===== src/rtl/hidden_bp_pkg.sv =====
// hidden_bp_pkg: shared FSM state encoding and default sizes for the hidden-layer weight updater
package hidden_bp_pkg;
  localparam int N_IN_D = 4;
  localparam int WW_D = 8;
  localparam int HW_D = 10;
  localparam int FW_D = 19;
  localparam int LR_SHIFT_D = 4;
  typedef enum logic [1:0] {IDLE, UPDATE, DONE} state_e;
endpackage


===== src/rtl/bp_sat_mac.sv =====
// bp_sat_mac: one weight update w - ((g*h*2) >>> LR_SHIFT), saturated to WW bits, zeroed when gated off
module bp_sat_mac import hidden_bp_pkg::*; #(
  parameter int WW = WW_D,
  parameter int HW = HW_D,
  parameter int FW = FW_D,
  parameter int LR_SHIFT = LR_SHIFT_D
) (
  input  logic signed [FW+1:0] g_i,
  input  logic [HW-1:0]        hidden_i,
  input  logic signed [WW-1:0] w_i,
  input  logic                 gate_i,
  output logic signed [WW-1:0] w_o
);
  // PW holds g*h*2 exactly, so nothing is lost before saturation
  localparam int PW = FW + HW + 4;
  localparam logic signed [PW:0] MAX_V = (PW+1)'((1 << (WW - 1)) - 1);
  localparam logic signed [PW:0] MIN_V = ~MAX_V;
  logic signed [PW-1:0] prod, term;
  logic signed [PW:0] diff;
  always_comb begin
    prod = PW'(g_i) * PW'($signed({1'b0, hidden_i}));
    term = (prod <<< 1) >>> LR_SHIFT;
    diff = (PW+1)'(w_i) - (PW+1)'(term);
    w_o = !gate_i ? '0 : diff > MAX_V ? MAX_V[WW-1:0] : diff < MIN_V ? MIN_V[WW-1:0] : diff[WW-1:0];
  end
endmodule


===== src/rtl/hidden_update_engine.sv =====
// hidden_update_engine: captures operands on start, then updates one weight per cycle through a
// single shared saturating MAC, pulsing done_o after the last weight.
module hidden_update_engine import hidden_bp_pkg::*; #(
  parameter int N_IN = N_IN_D,
  parameter int WW = WW_D,
  parameter int HW = HW_D,
  parameter int FW = FW_D,
  parameter int LR_SHIFT = LR_SHIFT_D
) (
  input  logic                 clk_i,
  input  logic                 rst_i,
  input  logic                 start_i,
  input  logic                 clear_i,
  input  logic [N_IN-1:0]      target_i,
  input  logic [FW-1:0]        final_i,
  input  logic [HW-1:0]        hidden_i,
  input  logic [N_IN*WW-1:0]   w_i,
  output logic [N_IN*WW-1:0]   w_o,
  output logic                 busy_o,
  output logic                 done_o
);
  localparam int KW = N_IN > 1 ? $clog2(N_IN) : 1;
  state_e state_q;
  logic [KW-1:0] k_q;
  logic [N_IN-1:0] tgt_q;
  logic [HW-1:0] hid_q;
  logic signed [FW+1:0] g_q;
  logic [N_IN*WW-1:0] w_cap_q, w_q;
  logic busy_q, done_q, last_k;
  logic signed [WW-1:0] w_d;
  assign last_k = k_q == KW'(N_IN - 1);
  bp_sat_mac #(.WW(WW), .HW(HW), .FW(FW), .LR_SHIFT(LR_SHIFT)) u_mac (
    .g_i(g_q),
    .hidden_i(hid_q),
    .w_i(w_cap_q[k_q*WW +: WW]),
    .gate_i(tgt_q[k_q] | (hid_q != '0)),
    .w_o(w_d)
  );
  always_ff @(posedge clk_i) begin
    if (!rst_i) begin
      state_q <= IDLE;
      k_q <= '0;
      tgt_q <= '0;
      hid_q <= '0;
      g_q <= '0;
      w_cap_q <= '0;
      w_q <= '0;
      busy_q <= 1'b0;
      done_q <= 1'b0;
    end else if (clear_i) begin
      state_q <= IDLE;
      k_q <= '0;
      w_q <= '0;
      busy_q <= 1'b0;
      done_q <= 1'b0;
    end else begin
      case (state_q)
        IDLE: if (start_i) begin
          tgt_q <= target_i;
          hid_q <= hidden_i;
          w_cap_q <= w_i;
          g_q <= ((FW+2)'(target_i) - (FW+2)'(final_i)) << 1;
          k_q <= '0;
          busy_q <= 1'b1;
          state_q <= UPDATE;
        end
        UPDATE: begin
          w_q[k_q*WW +: WW] <= w_d;
          k_q <= last_k ? '0 : k_q + 1'b1;
          if (last_k) begin
            state_q <= DONE;
            done_q <= 1'b1;
          end
        end
        DONE: begin
          state_q <= IDLE;
          busy_q <= 1'b0;
          done_q <= 1'b0;
        end
        default: state_q <= IDLE;
      endcase
    end
  end
  assign w_o = w_q;
  assign busy_o = busy_q;
  assign done_o = done_q;
endmodule


===== config.mk =====
export PLATFORM = sky130hd
export DESIGN_NAME = hidden_update_engine
export DESIGN_NICKNAME = d
export VERILOG_FILES = /design/src/rtl/hidden_bp_pkg.sv /design/src/rtl/bp_sat_mac.sv /design/src/rtl/hidden_update_engine.sv
export SDC_FILE = /design/constraint.sdc
export NUM_CORES = 1
export LEC_CHECK = 0
export CAP_MARGIN = 10
export CORE_UTILIZATION = 25
export DETAILED_ROUTE_END_ITERATION = 6
export PLACE_DENSITY = 0.5
export SYNTH_ARGS = -nofsm -noshare
export SYNTH_HDL_FRONTEND = slang
export SYNTH_SLANG_ARGS = --single-unit

===== constraint.sdc =====
create_clock -name clk_i -period 15.31 [get_ports clk_i]
set_input_delay 3.062 -clock clk_i [delete_from_list [all_inputs] [get_ports clk_i]]
set_output_delay 3.062 -clock clk_i [all_outputs]
set_load 0.1 [all_outputs]

Word-level counts from Yosys, hierarchy flattened
Cells that the tools add are included.
- eq/ne operators: 5
- bitwise logic cells: 3
- order comparisons: 3
- multiplexer cells: 16
- multipliers: 1
- reduce and logical (&&, ||, !) cells: 11
- shift-type cells: 3
- $add $sub $neg: 4
- operators with widths (cell ; number):
    $gt A34 B8 Y1 const B ; 1
    $lt A34 B8 Y1 const B ; 1
    $neg A5 Y34 ; 1
    $shift A8 B34 Y32 const A ; 1
    $shiftx A8 B34 Y32 ; 1
    $bwmux W32 ; 1
    $shiftx A32 B6 Y8 ; 1
    $mul A20 B11 Y31 ; 1
    $sub A8 B29 Y30 ; 1
    $mux W8 ; 3
    $sub A4 B19 Y20 ; 1
    $reduce_bool A10 Y1 ; 1
    $mux W2 ; 4
    $pmux W2 S2 ; 2
    $reduce_and A2 Y1 ; 4
    $reduce_bool A2 Y1 ; 3
    $eq A2 B2 Y1 const B ; 2
    $ne A2 B2 Y1 const B ; 2
    $pmux W1 S2 ; 2
    $lt A2 B3 Y1 const B ; 1
    $mux W1 ; 3
    $reduce_and A3 Y1 ; 1
    $add A2 B1 Y2 const B ; 1
    $bmux W1 S2 ; 1
    other kinds (5) ; 6
- logic and storage cells: 55
- bits in registers: 104
- input port bits: 69

Logic depth before layout (Yosys ltp)
- depth in word-level cells: 8
- gate-level depth with buffers: 37

By module
Synthesis repeated with hierarchy kept, for this count alone.
- cells, all modules: 1725
- area total of the unflattened synthesis: 14385.0 um^2
- by module, submodules not included (module ; instances ; cells each ; area each (um^2)):
    bp_sat_mac ; 1 ; 1197 ; 9716.8
    hidden_update_engine ; 1 ; 528 ; 4668.2

Least setup slack after synthesis
No wires, ideal clock.
- path type: register to register
- start point: register hid_q[7]
- end point: register w_q[25] (netlist: w_o[25])
- clock period less this slack: 8.528 ns
- data arrival time: 8.406 ns
- library setup time: 0.122 ns
- path buffers: 2
- stages on the path, launching flop included: 36
- required time: 15.188 ns
- slack: 6.782 ns
- cell sequence: dfxtp_1 > clkbuf_1 > nand2_1 > fa_1 > inv_1 > fa_1 > fa_1 > fa_1 > inv_1 > fa_1 > inv_1 > ha_1 > a21o_1 > a21oi_1 > nor2_1 > a311oi_1 > nor2_1 > nor2_1 > a21oi_1 > or4_1 > a31o_2 > a21oi_1 > xor2_1 > ha_1 > a211oi_1 > nand3_1 > a311oi_1 > nor2b_1 > o21ai_0 > a21oi_1 > o21a_1 > o311ai_0 > o41a_4 > nor2b_4 > buf_6 > a221o_1
- longest elaborated chain between the ends: 8
- elaborated cells on any way between the ends: 11
- classes of those cells: add/sub (1); mul (1); order compare (2); shift (1); mux (4); bitwise (1); reduce/logical (1)
- ends and longest elaborated chain (item ; RTL line ; source):
    start: declaration ; hidden_update_engine.sv:26 ; logic [HW-1:0] hid_q;
    start signal: assignment ; hidden_update_engine.sv:60 ; hid_q <= hidden_i;
    $mul A20 B11 Y31 ; bp_sat_mac.sv:21 ; prod = PW'(g_i) * PW'($signed({1'b0, hidden_i}));
    $sub A8 B29 Y30 ; bp_sat_mac.sv:23 ; diff = (PW+1)'(w_i) - (PW+1)'(term);
    $lt A34 B8 Y1 ; bp_sat_mac.sv:24 ; w_o = !gate_i ? '0 : diff > MAX_V ? MAX_V[WW-1:0] : diff < MIN_V ? MIN_V[WW-1:0] : diff[WW-1:0];
    $mux W8 (2 in a row) ; bp_sat_mac.sv:24 ;
    $mux W8 (*) ; bp_sat_mac.sv:24 ;
    $shiftx A8 B34 Y32 (*) ; hidden_update_engine.sv:68 ; w_q[k_q*WW +: WW] <= w_d;
    $bwmux W32 (*) ; hidden_update_engine.sv:68 ;
    end signal: indexed assignment ; hidden_update_engine.sv:68 ;
    end: declaration ; hidden_update_engine.sv:28 ; logic [N_IN*WW-1:0] w_cap_q, w_q;
Mark *: on every way between the ends. The rest lies on a longest branch, timed or not.
A chain may end at the register's enable or synchronous reset.

Final worst setup path
- start point: register hid_q[7]
- end point: register w_q[0] (netlist: w_o[0])
The elaborated chain is that of the path after synthesis.

==> results.cfg <==
[logic_synthesis]
postSynthRegisterBits = 104
area_contributors_post_synth = fa_1 26%, dfxtp_1 15%, ha_1 9.6%
synth-edff-count = 0
dominantRegCellSynth = dfxtp_1
synth.yosys.warnings = 0
syn-instance-count = 1656
synth.cell_area_um2 = 13900
synth_async_sr_flop_share_pct = 0
post_synthesis_sequential_area_ratio_pct = 15.0
synth_nets = 2011
netlist.top_cell.by_area = fa_1
post_synth_num_cell_types = 81
yosysTopAreaCellShare_pct = 25.8
mean_instance_size_in_the_synthesized_netlist_um2 = 8.40

[detailed_routing]
vias = 11000
drt-wirelength-per-cell_um = 14.4
drt_drc_violations_left = 0
drt_wl_total_um = 35200
drt-pass1-iter-count = 5
routed_via_density = 4.48
ant_nets = 0
first_iteration_detailed_routing_drc_count = 649

[timing]
setup-tns-final_ns = 0
hold_slack_ns = 0.464
fmaxAchievable_mhz = 104
timing.final.max_slew_violations = 0
finalWorstPathRequiredPeriod_ns = 9.58
report.final.hold_viol_count = 0
timing.clock.skew_ns = 0.0152
fin_crit_sh_pct = 62.6
rsz0062_at_grt = no
tightestPinTransition_ns = 1.02
slew_headroom_pct = 32.1
finalSetupViolations = 0

[global_routing]
first_global_vias = 11000
grt_pass1_wl_um = 58200
grt_overflow_total = 0
grt_util_all_layers_pct = 12.6
pin_count_of_the_biggest_net_entering_global_routing = 76
grt_antenna_before_repair = 0

[critical_path]
crit_path_end_kind = flip-flop
required_ns = 15.61
worst-setup-path-type = flip-flop to flip-flop
critical_path.max_stage_delay_ns = 0.83
critical-path-top-cell-by-count = fa_1
crit_path_start_kind = flip-flop
critical_path.max_fanout = 22
worstPathArrival_ns = 9.88
critical_path.reg2reg.startpoint = hid_q[7]$_SDFFE_PN0P_
reg2regPathDepth = 33
critical-path-slowest-cell = dfxtp_1
worstSetupStartpoint = hid_q[7]$_SDFFE_PN0P_

[floorplan]
fp.dieArea_um2 = 56600
rows = 86
core-area_um2 = 55100
die_h_um = 238
num_io_pins = 103
chipWidth_um = 238
floorplan.initialDensity_pct = 25.3

[layout]
layout.filler_cells = 5998
post_route_cells_drive_above_1_share_pct = 3.42
area.growth.synth_to_final_pct = 14.1
final_nets = 2046
antenna-diode-count = 0
final_non_filler_cell_area_um2 = 15900

[status]
status = complete, no violations

[clock_tree]
ctsLongestPathBuffers = 2
clock_tree.root_cell = clkbuf_16
cts_setup_buffers = 0
cts_resized = 0
worst_skew_pair.late_latency_ns = 0.37
cts_hold_buffers = 0
cts-htree-levels = 3
tritoncts_clock_tree = yes
cts_buffers = 9
clock_sinks = 104
clk_pin_slew_worst_paths_ns = 0.08

[placement]
placedInstanceArea_um2 = 15600
gpl.final_weighted_congestion = 0.804
dp_hpwl_um = 29100
portBuffers = 102

[min_path]
hold-path-cell-count = 2
worst_hold_startpoint = w_o[6]$_SDFFE_PP0P_
worstHoldPathType = flip-flop to flip-flop

[power]
leakagePower_nw = 7.13
power_per_cell_area_nw_per_um2 = 56.9
design_power_total_w = 0.000903
irDropWorstVdd_mv = 0.0465

[flow_run]
cap_violations = 0
[area by class of cell]
type                       count  area (um^2)  area share [%]
timing repair buffer         107         1050            6.64
multi-input combinational   1214        10500            66.4
tap                          748          936            5.90
clock inverter                 7         73.8           0.465
sequential                   104         2080            13.1
clock buffer                   9          225            1.42
inverter                     255          957            6.03
[sequential cells by signal (all words and copies together), names as in the netlist]
name and count:
w_o 32, tgt_q 4, w_cap_q 32, busy_o 1, hid_q 10, g_q 20
state_q 2, k_q 2, done_o 1
[cells in the mapped netlist (all sizes together), types with 9 or more instances]
cell type    n
a21o        17
nor3        22
nor2        49
o21ai       53
o21bai       9
nor2b       15
and3        10
fa         179
a221o       18
nand3       13
nand2b      18
ha         107
nor4         9
clkbuf      65
nand2      269
xor2        23
or3         16
a21oi       58
mux4         9
buf         18
dfxtp      104
xnor2       36
o211ai      11
inv        255
a21boi      52
and2       107
o21a        11
[kinds of logic after synthesis]
group / synth area share [%]
xor+xnor: 3.71
mux: 1.61
simple gates: 20.0
buf+inv: 9.32
flops: 15.0
compound gates: 15.1
fa+ha+maj: 35.4
[cell usage in the layout (no fill, tap or decap), types with 49 or more instances in the layout]
| master | n |
|---|---|
| inv_1 | 255 |
| o21ai_0 | 49 |
| a21oi_1 | 58 |
| nand2_1 | 269 |
| and2_1 | 103 |
| a21boi_0 | 52 |
| dfxtp_1 | 104 |
| clkdlybuf4s50_1 | 101 |
| ha_1 | 107 |
| fa_1 | 179 |
[per-layer routing]
metal | share of wire [%] | vias up | wire [um] | global-route usage, %
li1 | - | 5438 | - | -
met2 | 45 | 201 | 15700 | 20.2
met1 | 51 | 5289 | 18000 | 18.4
met4 | 1.2 | 0 | 413 | 2.40
met5 | 0 | - | 0 | 0
met3 | 3.0 | 27 | 1050 | 1.13
[per-stage QoR]
stage	utilization, %	instances	setup WS [ns]
after global placement	28.3	2428	5.85
after floorplan	-	1656	6.78
after CTS	28.8	2444	5.67
after global routing	28.8	2444	5.03
final	28.8	2444	5.73
after detailed placement	28.3	2428	5.65
[worst paths after layout]
path	to	slack, ns
worst max-delay path	w_o[0]$_SDFFE_PP0P_	5.73
worst min-delay path	w_o[6]$_SDFFE_PP0P_	0.46
worst max register to register	w_o[0]$_SDFFE_PP0P_	5.73
worst min register to register	w_o[6]$_SDFFE_PP0P_	0.46
[power breakdown]
group          total (W)  internal (W)  switching [W]
logic           0.000365      0.000150       0.000216
clock network   0.000237      0.000116       0.000122
registers       0.000301      0.000280      0.0000209
[critical path: cells and delay by family (launching register included)]
family	cells	cell delay (ns)
buffers and inverters	3	0.15
xor gates and xnor gates	1	0.18
adders and majority gates	7	3.30
AOI/OAI and AO/OA	11	2.79
and+or+nand+nor	11	2.24
DFF	1	0.83
(Power assumes the default switching activity.)
